File: src/rtl/nand_equiv_sweeper.sv
// Self-running equivalence sweep of s = a | ~b against its NAND-only form
// ~(~(a&a) & b), with fault injection on the NAND path and first-failure capture.
module nand_equiv_sweeper #(
    parameter int unsigned WIDTH = 2,
    parameter int unsigned ERR_W = 8
) (
    input  logic             clk,
    input  logic             rst_n,
    input  logic             start,
    input  logic             inj_en,
    input  logic [WIDTH-1:0] inj_mask,
    output logic             busy,
    output logic             done,
    output logic             pass,
    output logic [ERR_W-1:0] err_count,
    output logic             fail_valid,
    output logic [WIDTH-1:0] first_fail_a,
    output logic [WIDTH-1:0] first_fail_b
);

    localparam int unsigned VEC_W = 2 * WIDTH;
    localparam int unsigned CNT_W = VEC_W + 1;
    localparam int unsigned N_VEC = 1 << VEC_W;
    localparam logic [CNT_W-1:0] LAST_VEC = CNT_W'(N_VEC - 1);
    localparam logic [ERR_W-1:0] ERR_MAX  = {ERR_W{1'b1}};

    typedef enum logic [1:0] {
        S_IDLE,
        S_SWEEP,
        S_DRAIN
    } state_e;

    state_e             state_q, state_d;
    logic [CNT_W-1:0]   cnt_q, cnt_d;
    logic               v1_q, v1_d;
    logic [WIDTH-1:0]   a1_q, a1_d, b1_q, b1_d;
    logic               v2_q, v2_d;
    logic [WIDTH-1:0]   a2_q, a2_d, b2_q, b2_d;
    logic [WIDTH-1:0]   ref_q, ref_d, eq_q, eq_d;
    logic               busy_q, busy_d;
    logic               done_q, done_d;
    logic               pass_q, pass_d;
    logic [ERR_W-1:0]   err_q, err_d;
    logic               fv_q, fv_d;
    logic [WIDTH-1:0]   ffa_q, ffa_d, ffb_q, ffb_d;

    // NAND-only form built strictly from 2-input nand gates
    logic [WIDTH-1:0]   nand_aa;
    logic [WIDTH-1:0]   nand_out;

    for (genvar i = 0; i < int'(WIDTH); i++) begin : g_nand
        nand u_aa  (nand_aa[i],  a1_q[i],    a1_q[i]);
        nand u_out (nand_out[i], nand_aa[i], b1_q[i]);
    end

    always_ff @(posedge clk or negedge rst_n) begin
        if (!rst_n) begin
            state_q <= S_IDLE;
            cnt_q   <= '0;
            v1_q    <= 1'b0;
            a1_q    <= '0;
            b1_q    <= '0;
            v2_q    <= 1'b0;
            a2_q    <= '0;
            b2_q    <= '0;
            ref_q   <= '0;
            eq_q    <= '0;
            busy_q  <= 1'b0;
            done_q  <= 1'b0;
            pass_q  <= 1'b0;
            err_q   <= '0;
            fv_q    <= 1'b0;
            ffa_q   <= '0;
            ffb_q   <= '0;
        end else begin
            state_q <= state_d;
            cnt_q   <= cnt_d;
            v1_q    <= v1_d;
            a1_q    <= a1_d;
            b1_q    <= b1_d;
            v2_q    <= v2_d;
            a2_q    <= a2_d;
            b2_q    <= b2_d;
            ref_q   <= ref_d;
            eq_q    <= eq_d;
            busy_q  <= busy_d;
            done_q  <= done_d;
            pass_q  <= pass_d;
            err_q   <= err_d;
            fv_q    <= fv_d;
            ffa_q   <= ffa_d;
            ffb_q   <= ffb_d;
        end
    end

    always_comb begin
        state_d = state_q;
        cnt_d   = cnt_q;
        v1_d    = 1'b0;
        a1_d    = a1_q;
        b1_d    = b1_q;
        busy_d  = busy_q;
        done_d  = 1'b0;
        pass_d  = pass_q;
        err_d   = err_q;
        fv_d    = fv_q;
        ffa_d   = ffa_q;
        ffb_d   = ffb_q;

        // Stage 2: reference vs. (optionally corrupted) NAND form
        v2_d  = v1_q;
        a2_d  = a1_q;
        b2_d  = b1_q;
        ref_d = a1_q | ~b1_q;
        eq_d  = nand_out ^ (inj_en ? inj_mask : '0);

        // Accumulate: one count per mismatching vector, first failure latched
        if (v2_q && (ref_q != eq_q)) begin
            if (err_q != ERR_MAX) begin
                err_d = err_q + ERR_W'(1);
            end
            if (!fv_q) begin
                fv_d  = 1'b1;
                ffa_d = a2_q;
                ffb_d = b2_q;
            end
        end

        case (state_q)
            S_IDLE: begin
                if (start) begin
                    state_d = S_SWEEP;
                    busy_d  = 1'b1;
                    cnt_d   = '0;
                    err_d   = '0;
                    fv_d    = 1'b0;
                    ffa_d   = '0;
                    ffb_d   = '0;
                    pass_d  = 1'b0;
                end
            end
            S_SWEEP: begin
                v1_d  = 1'b1;
                a1_d  = cnt_q[VEC_W-1:WIDTH];
                b1_d  = cnt_q[WIDTH-1:0];
                cnt_d = cnt_q + CNT_W'(1);
                if (cnt_q == LAST_VEC) begin
                    state_d = S_DRAIN;
                end
            end
            S_DRAIN: begin
                // Exit only once both pipeline stages are empty
                if (!v1_q && !v2_q) begin
                    state_d = S_IDLE;
                    busy_d  = 1'b0;
                    done_d  = 1'b1;
                    pass_d  = (err_q == '0);
                end
            end
            default: begin
                state_d = S_IDLE;
            end
        endcase
    end

    assign busy         = busy_q;
    assign done         = done_q;
    assign pass         = pass_q;
    assign err_count    = err_q;
    assign fail_valid   = fv_q;
    assign first_fail_a = ffa_q;
    assign first_fail_b = ffb_q;

endmodule

File: config.mk
export PLATFORM = sky130hd
export DESIGN_NAME = nand_equiv_sweeper
export DESIGN_NICKNAME = d
export VERILOG_FILES = /design/src/rtl/nand_equiv_sweeper.sv
export SDC_FILE = /design/constraint.sdc
export NUM_CORES = 1
export LEC_CHECK = 0
export BUFFER_PORTS_ARGS = -buffer_cell sky130_fd_sc_hd__buf_2
export CAP_MARGIN = 10
export CORE_AREA = 2 2 57 59
export DETAILED_ROUTE_END_ITERATION = 12
export DIE_AREA = 0 0 59 61
export GPL_ROUTABILITY_DRIVEN = 0
export PLACE_DENSITY_LB_ADDON = 0.12
export SLEW_MARGIN = 30
export SYNTH_ARGS = -nofsm -noshare
export SYNTH_HDL_FRONTEND = slang
export SYNTH_SLANG_ARGS = --single-unit
File: constraint.sdc
create_clock -name clk -period 2.03 [get_ports clk]
set_input_delay 0.609 -clock clk [delete_from_list [all_inputs] [get_ports clk]]
set_output_delay 0.609 -clock clk [all_outputs]
set_load 0.01 [all_outputs]
; Word-level counts from Yosys, hierarchy flattened
; Cells that the tools add are included.
[totals]
regBits = 37
inputBits = 6
out_inout_bits = 16
word_cells = 78
[op_classes]
addsub = 2
n_eq_ne = 8
muxes = 31
bitwise_logic = 9
reduce_logical = 11
[op_table]
columns = op, count
row1 = 2-to-1 mux 8 bit, 4
row2 = 2-to-1 mux 2 bit, 12
row3 = 2-to-1 mux 1 bit, 10
row4 = one-hot mux 5 bit (2 select lines), 1
row5 = adder 8 x 1 -> 8 bit (second input constant), 1
row6 = logical NOT 8 bit, 1
row7 = != test 8 bit (second input constant), 1
row8 = != test 2 bit (second input constant), 3
row9 = one-hot mux 2 bit (3 select lines), 1
row10 = AND reduction 3 bit, 2
row11 = adder 5 x 1 -> 5 bit (second input constant), 1
row12 = == test 5 x 4 -> 1 bit (second input constant), 1
row13 = 2-to-1 mux 5 bit, 1
row14 = NOT 1 bit, 4
row15 = one-hot mux 1 bit (2 select lines), 2
row16 = nonzero test 2 bit, 2
row17 = bitwise AND 1 bit, 2
row18 = == test 2 x 1 -> 1 bit (second input constant), 1
row19 = == test 2 bit (second input constant), 1
row20 = logical AND 1 bit, 2
row21 = logical NOT 1 bit, 2
row22 = logical NOT 2 bit, 1
row23 = != test 2 bit, 1
row24 = NOT 2 bit, 1
row25 = 3 further kinds, 3

; Logic depth before layout (Yosys ltp)
[depth]
depth_word = 5
mapped_depth = 5

; Least setup slack after synthesis
; Ideal clock, no wire load.
[synth_path]
kind = input -> register
from = in start
to = reg ffa_q[0], in the netlist first_fail_a[0]
setup_ps = 133
arrival_time_ps = 1448
required_time_ps = 1897
setup_slack_ps = 449
stages = 3
n_path_buf = 1
path_cell_list = nor3b_1 -> clkbuf_1 -> nor2_1
[synth_between]
elab_chain_cells = 2
[synth_rtl]
columns = item, line_no
row1 = start: declaration, 9  ; input logic start,
row2 = 2-to-1 mux 2 bit, 131  ; if (start) begin
row3 = 2-to-1 mux 2 bit, 129  ; case (state_q)
row4 = named net ffa_d[0], 45  ; logic [WIDTH-1:0] ffa_q, ffa_d, ffb_q, ffb_d;
row5 = end signal: assignment, 73  ; ffa_q <= '0;
row6 = end signal: assignment, 91  ; ffa_q <= ffa_d;
row7 = end: declaration, 45
; The timed path passes the listed nets, and every way through them passes these cells.
; A chain may end at the register's enable or synchronous reset.

; Worst setup path after layout
[layout_path]
from = reg eq_q[0]
to = reg err_q[3], in the netlist err_count[3]
[layout_between]
elab_chain_cells = 5
[layout_rtl]
columns = item, line_no
row1 = start: declaration, 39  ; logic [WIDTH-1:0] ref_q, ref_d, eq_q, eq_d;
row2 = start signal: assignment, 85  ; eq_q <= eq_d;
row3 = != test 2 bit (*), 118  ; if (v2_q && (ref_q != eq_q)) begin
row4 = logical AND 1 bit (*), 118
row5 = 2-to-1 mux 8 bit (*), 118
row6 = 2-to-1 mux 8 bit, 131
row7 = 2-to-1 mux 8 bit (*), 129
row8 = named net err_d[3], 43  ; logic [ERR_W-1:0] err_q, err_d;
row9 = end signal: assignment, 89  ; err_q <= err_d;
row10 = end: declaration, 43
; The timed path passes the listed nets; every way through them passes the cells marked *.

==> metrics.md <==
| Metric | Value |
|---|---|
| Status | `completed` |
| Final setup violation count | `0` |
| Full die area | `0.00360 sq mm` |
| Area of the multi-input gates | `618 sq um` |
| Yosys reg bits | `37` |
| Reg2reg path depth | `4` |
| Post-layout minimum cycle time | `1.70 ns` |
| Hold Crit Class | `in2async` |
| Crit Path Category | `reg2reg` |
| Post_cts resized | `0` |
| Mapped Area | `0.00159 sq mm` |
| Pwr dens | `1410 mW/mm^2` |
| Worst-path fanout max | `11` |
| Metal3 WL | `132 um` |
| Slew Limit Headroom | `55.5%` |
| Post-synth ARST share | `100%` |
| Vias in the first global route | `1105` |
| Final Max Slew Viols | `0` |
| Fraction of the yosys area taken by sequential cells | `58.1%` |
| Reg2reg start | `eq_q[0]` |
| CTS Root Buffer Type | `clkbuf_4` |
| Area Overhead vs Synth | `15.5%` |
| Antenna diode count | `0` |
| Final Util | `62.3%` |
| Layout cells sized above 1 | `20.1%` |
| Layout Skew | `0.00854 ns` |
| Beginning of the critical path | `eq_q[0]` |
| Via/cell ratio | `5.51` |
| Drt pass-1 iters | `4` |
| Core Area | `0.00295 sq mm` |
| Cell area after layout | `0.00184 sq mm` |
| Clock Pin Slew Worst Setup and Hold Paths | `0.11 ns` |
| Clock sinks | `37` |
| Fin Setup TNS | `0 ns` |
| VDD IR max | `741 uV` |
| Largest net degree at the start of global routing | `38` |
| Top FF cell, synth | `dfrtp_1` |
| Slew @ Worst Pin | `0.663 ns` |
| Critical Path RT | `2.30 ns` |
| Fillers | `252` |
| Cell Rows | `20` |
| Critical Path End Type | `flip-flop` |
| Drt wl/cell | `13.7 um` |
| Dpl cell area | `0.00175 sq mm` |
| Total global routing overflow | `0` |
| Yosys warns | `0` |
| Met2 WL | `1.38 mm` |
| RSZ-0062 raised after global routing | `no` |
| First-pass GRT wire length | `4.93 mm` |
| Register area | `926 sq um` |
| Final antenna-violating net count | `0` |
| Post-synthesis cell type count | `36` |
| DP Worst Slack | `0.372 ns` |
| GRT Overall Usage | `18.8%` |
| Antenna violations before repair | `0` |
| WL final | `2.91 mm` |
| Htree depth | `2` |
| Final period utilization | `83.6%` |
| Chip height | `61 um` |
| Met1 Wirelength | `1.35 mm` |
| EDFF count, synth | `0` |
| Die W | `59 um` |
| Starting density of the core | `54.0%` |
| Top Layer Used | `met4` |
| MaxCap Viol Count | `0` |
| Setup bufs post-CTS | `0` |
| CTS Buffer Depth | `2` |
| Port Buf Inserts | `21` |
| CP startpoint kind | `flip-flop` |
| CTS tree | `yes` |
| Fin. Hold Viols | `0` |
| I/O pin cnt | `22` |
| Syn nets | `161` |
| Post-route setup slack | `0.333 ns` |
| Hold Buf Count CTS | `0` |
| Syn avg cell area | `10.6 sq um` |
| Skew-Pair Late Insertion Delay | `0.34 ns` |
| Mapped Cells | `151` |
| # DRC | `0` |
| DP HPWL | `2.02 mm` |
| Worst reg2reg setup slack | `0.33 ns` |
| Routed vias | `1168` |
| Arrival time worst endpoint | `1.97 ns` |
| RR Endpoint | `err_count[3]` |
| Initial DRC Count | `39` |
| Worst Hold Slack | `0.206 ns` |
| Peak Freq | `589 MHz` |
| Total CTS buffers | `5` |
| Leak pwr | `0.892 nW` |
| Final nets | `188` |
## critical path, stage by stage, from the launching register on
cell and delay [ns]:
dfrtp_1 0.39, xor2_1 0.24, o21ai_1 0.26, or4_1 0.58, a21oi_1 0.16
## sequential cells by signal, summed over array words and instances (netlist names)
register,count
first_fail_a,2
done,1
eq_q,2
busy,1
cnt_q,5
a2_q,2
state_q,2
pass,1
b1_q,2
err_count,8
b2_q,2
first_fail_b,2
fail_valid,1
v1_q,1
ref_q,2
v2_q,1
a1_q,2
## power breakdown
group	internal, W	leakage, nW	switching, W
clock network	0.000293	0.0445	0.000245
logic	0.000330	0.393	0.000496
registers	0.00100	0.455	0.000220
total	0.00163	0.892	0.000961
## how the worst max path moves through the flow
stage	depth (start not counted)	slack, ns	end
floorplan	3	0.45	first_fail_a[0]
global placement	4	0.43	err_count[4]
detailed placement	4	0.37	err_count[3]
CTS	4	0.33	err_count[3]
global route	4	0.20	err_count[2]
finish	4	0.33	err_count[3]
## cells in the final DEF (no fill, tap or decap), drive strengths merged, types with 5 or more instances in the layout
| master | count |
|---|---|
| a21oi | 7 |
| buf | 24 |
| clkbuf | 6 |
| dfrtp | 37 |
| inv | 6 |
| mux2i | 5 |
| nand2 | 24 |
| nand3 | 7 |
| nor2 | 9 |
| o21ai | 13 |
## layout make-up
type | count | area share [%]
repair buffers | 24 | 7.61
multi-input cells | 103 | 33.6
well taps | 33 | 2.24
flip-flops and latches | 37 | 50.3
clock buffers | 6 | 2.79
clock inverters | 2 | 2.04
inverters | 7 | 1.43
## metrics by stage
stage | power [W] | cells
floorplan | 0.00183 | 151
global placement | 0.00202 | 204
detailed placement | 0.00207 | 204
CTS | 0.00261 | 212
global route | 0.00281 | 212
finish | 0.00259 | 212
## layer usage
metal  vias up  GRT usage, %
li1        579             -
met1       556          24.3
met2        28          29.5
met3         5          4.69
met4         0          10.1
met5         -             0
## kinds of logic after synthesis
group	Yosys count	share of synthesized area, %
AO/OA/AOI/OAI	28	10.3
XOR/XNOR	4	2.20
adder cells (fa/ha/maj)	4	3.14
buffers and inverters	11	3.14
flip-flops	37	58.1
multiplexers	5	3.14
AND/OR/NAND/NOR	62	20.0
## Yosys cell counts (all sizes together) (4+ instances only)
| library cell | count | area (sq um) |
|---|---|---|
| a21oi | 7 | 38.8 |
| dfrtp | 37 | 926 |
| ha | 4 | 50.1 |
| inv | 6 | 22.5 |
| mux2i | 5 | 50.1 |
| nand2 | 24 | 90.1 |
| nand3 | 7 | 35.0 |
| nor2 | 9 | 33.8 |
| o21ai | 13 | 65.1 |
No activity file was read; power rests on OpenSTA's default activity.
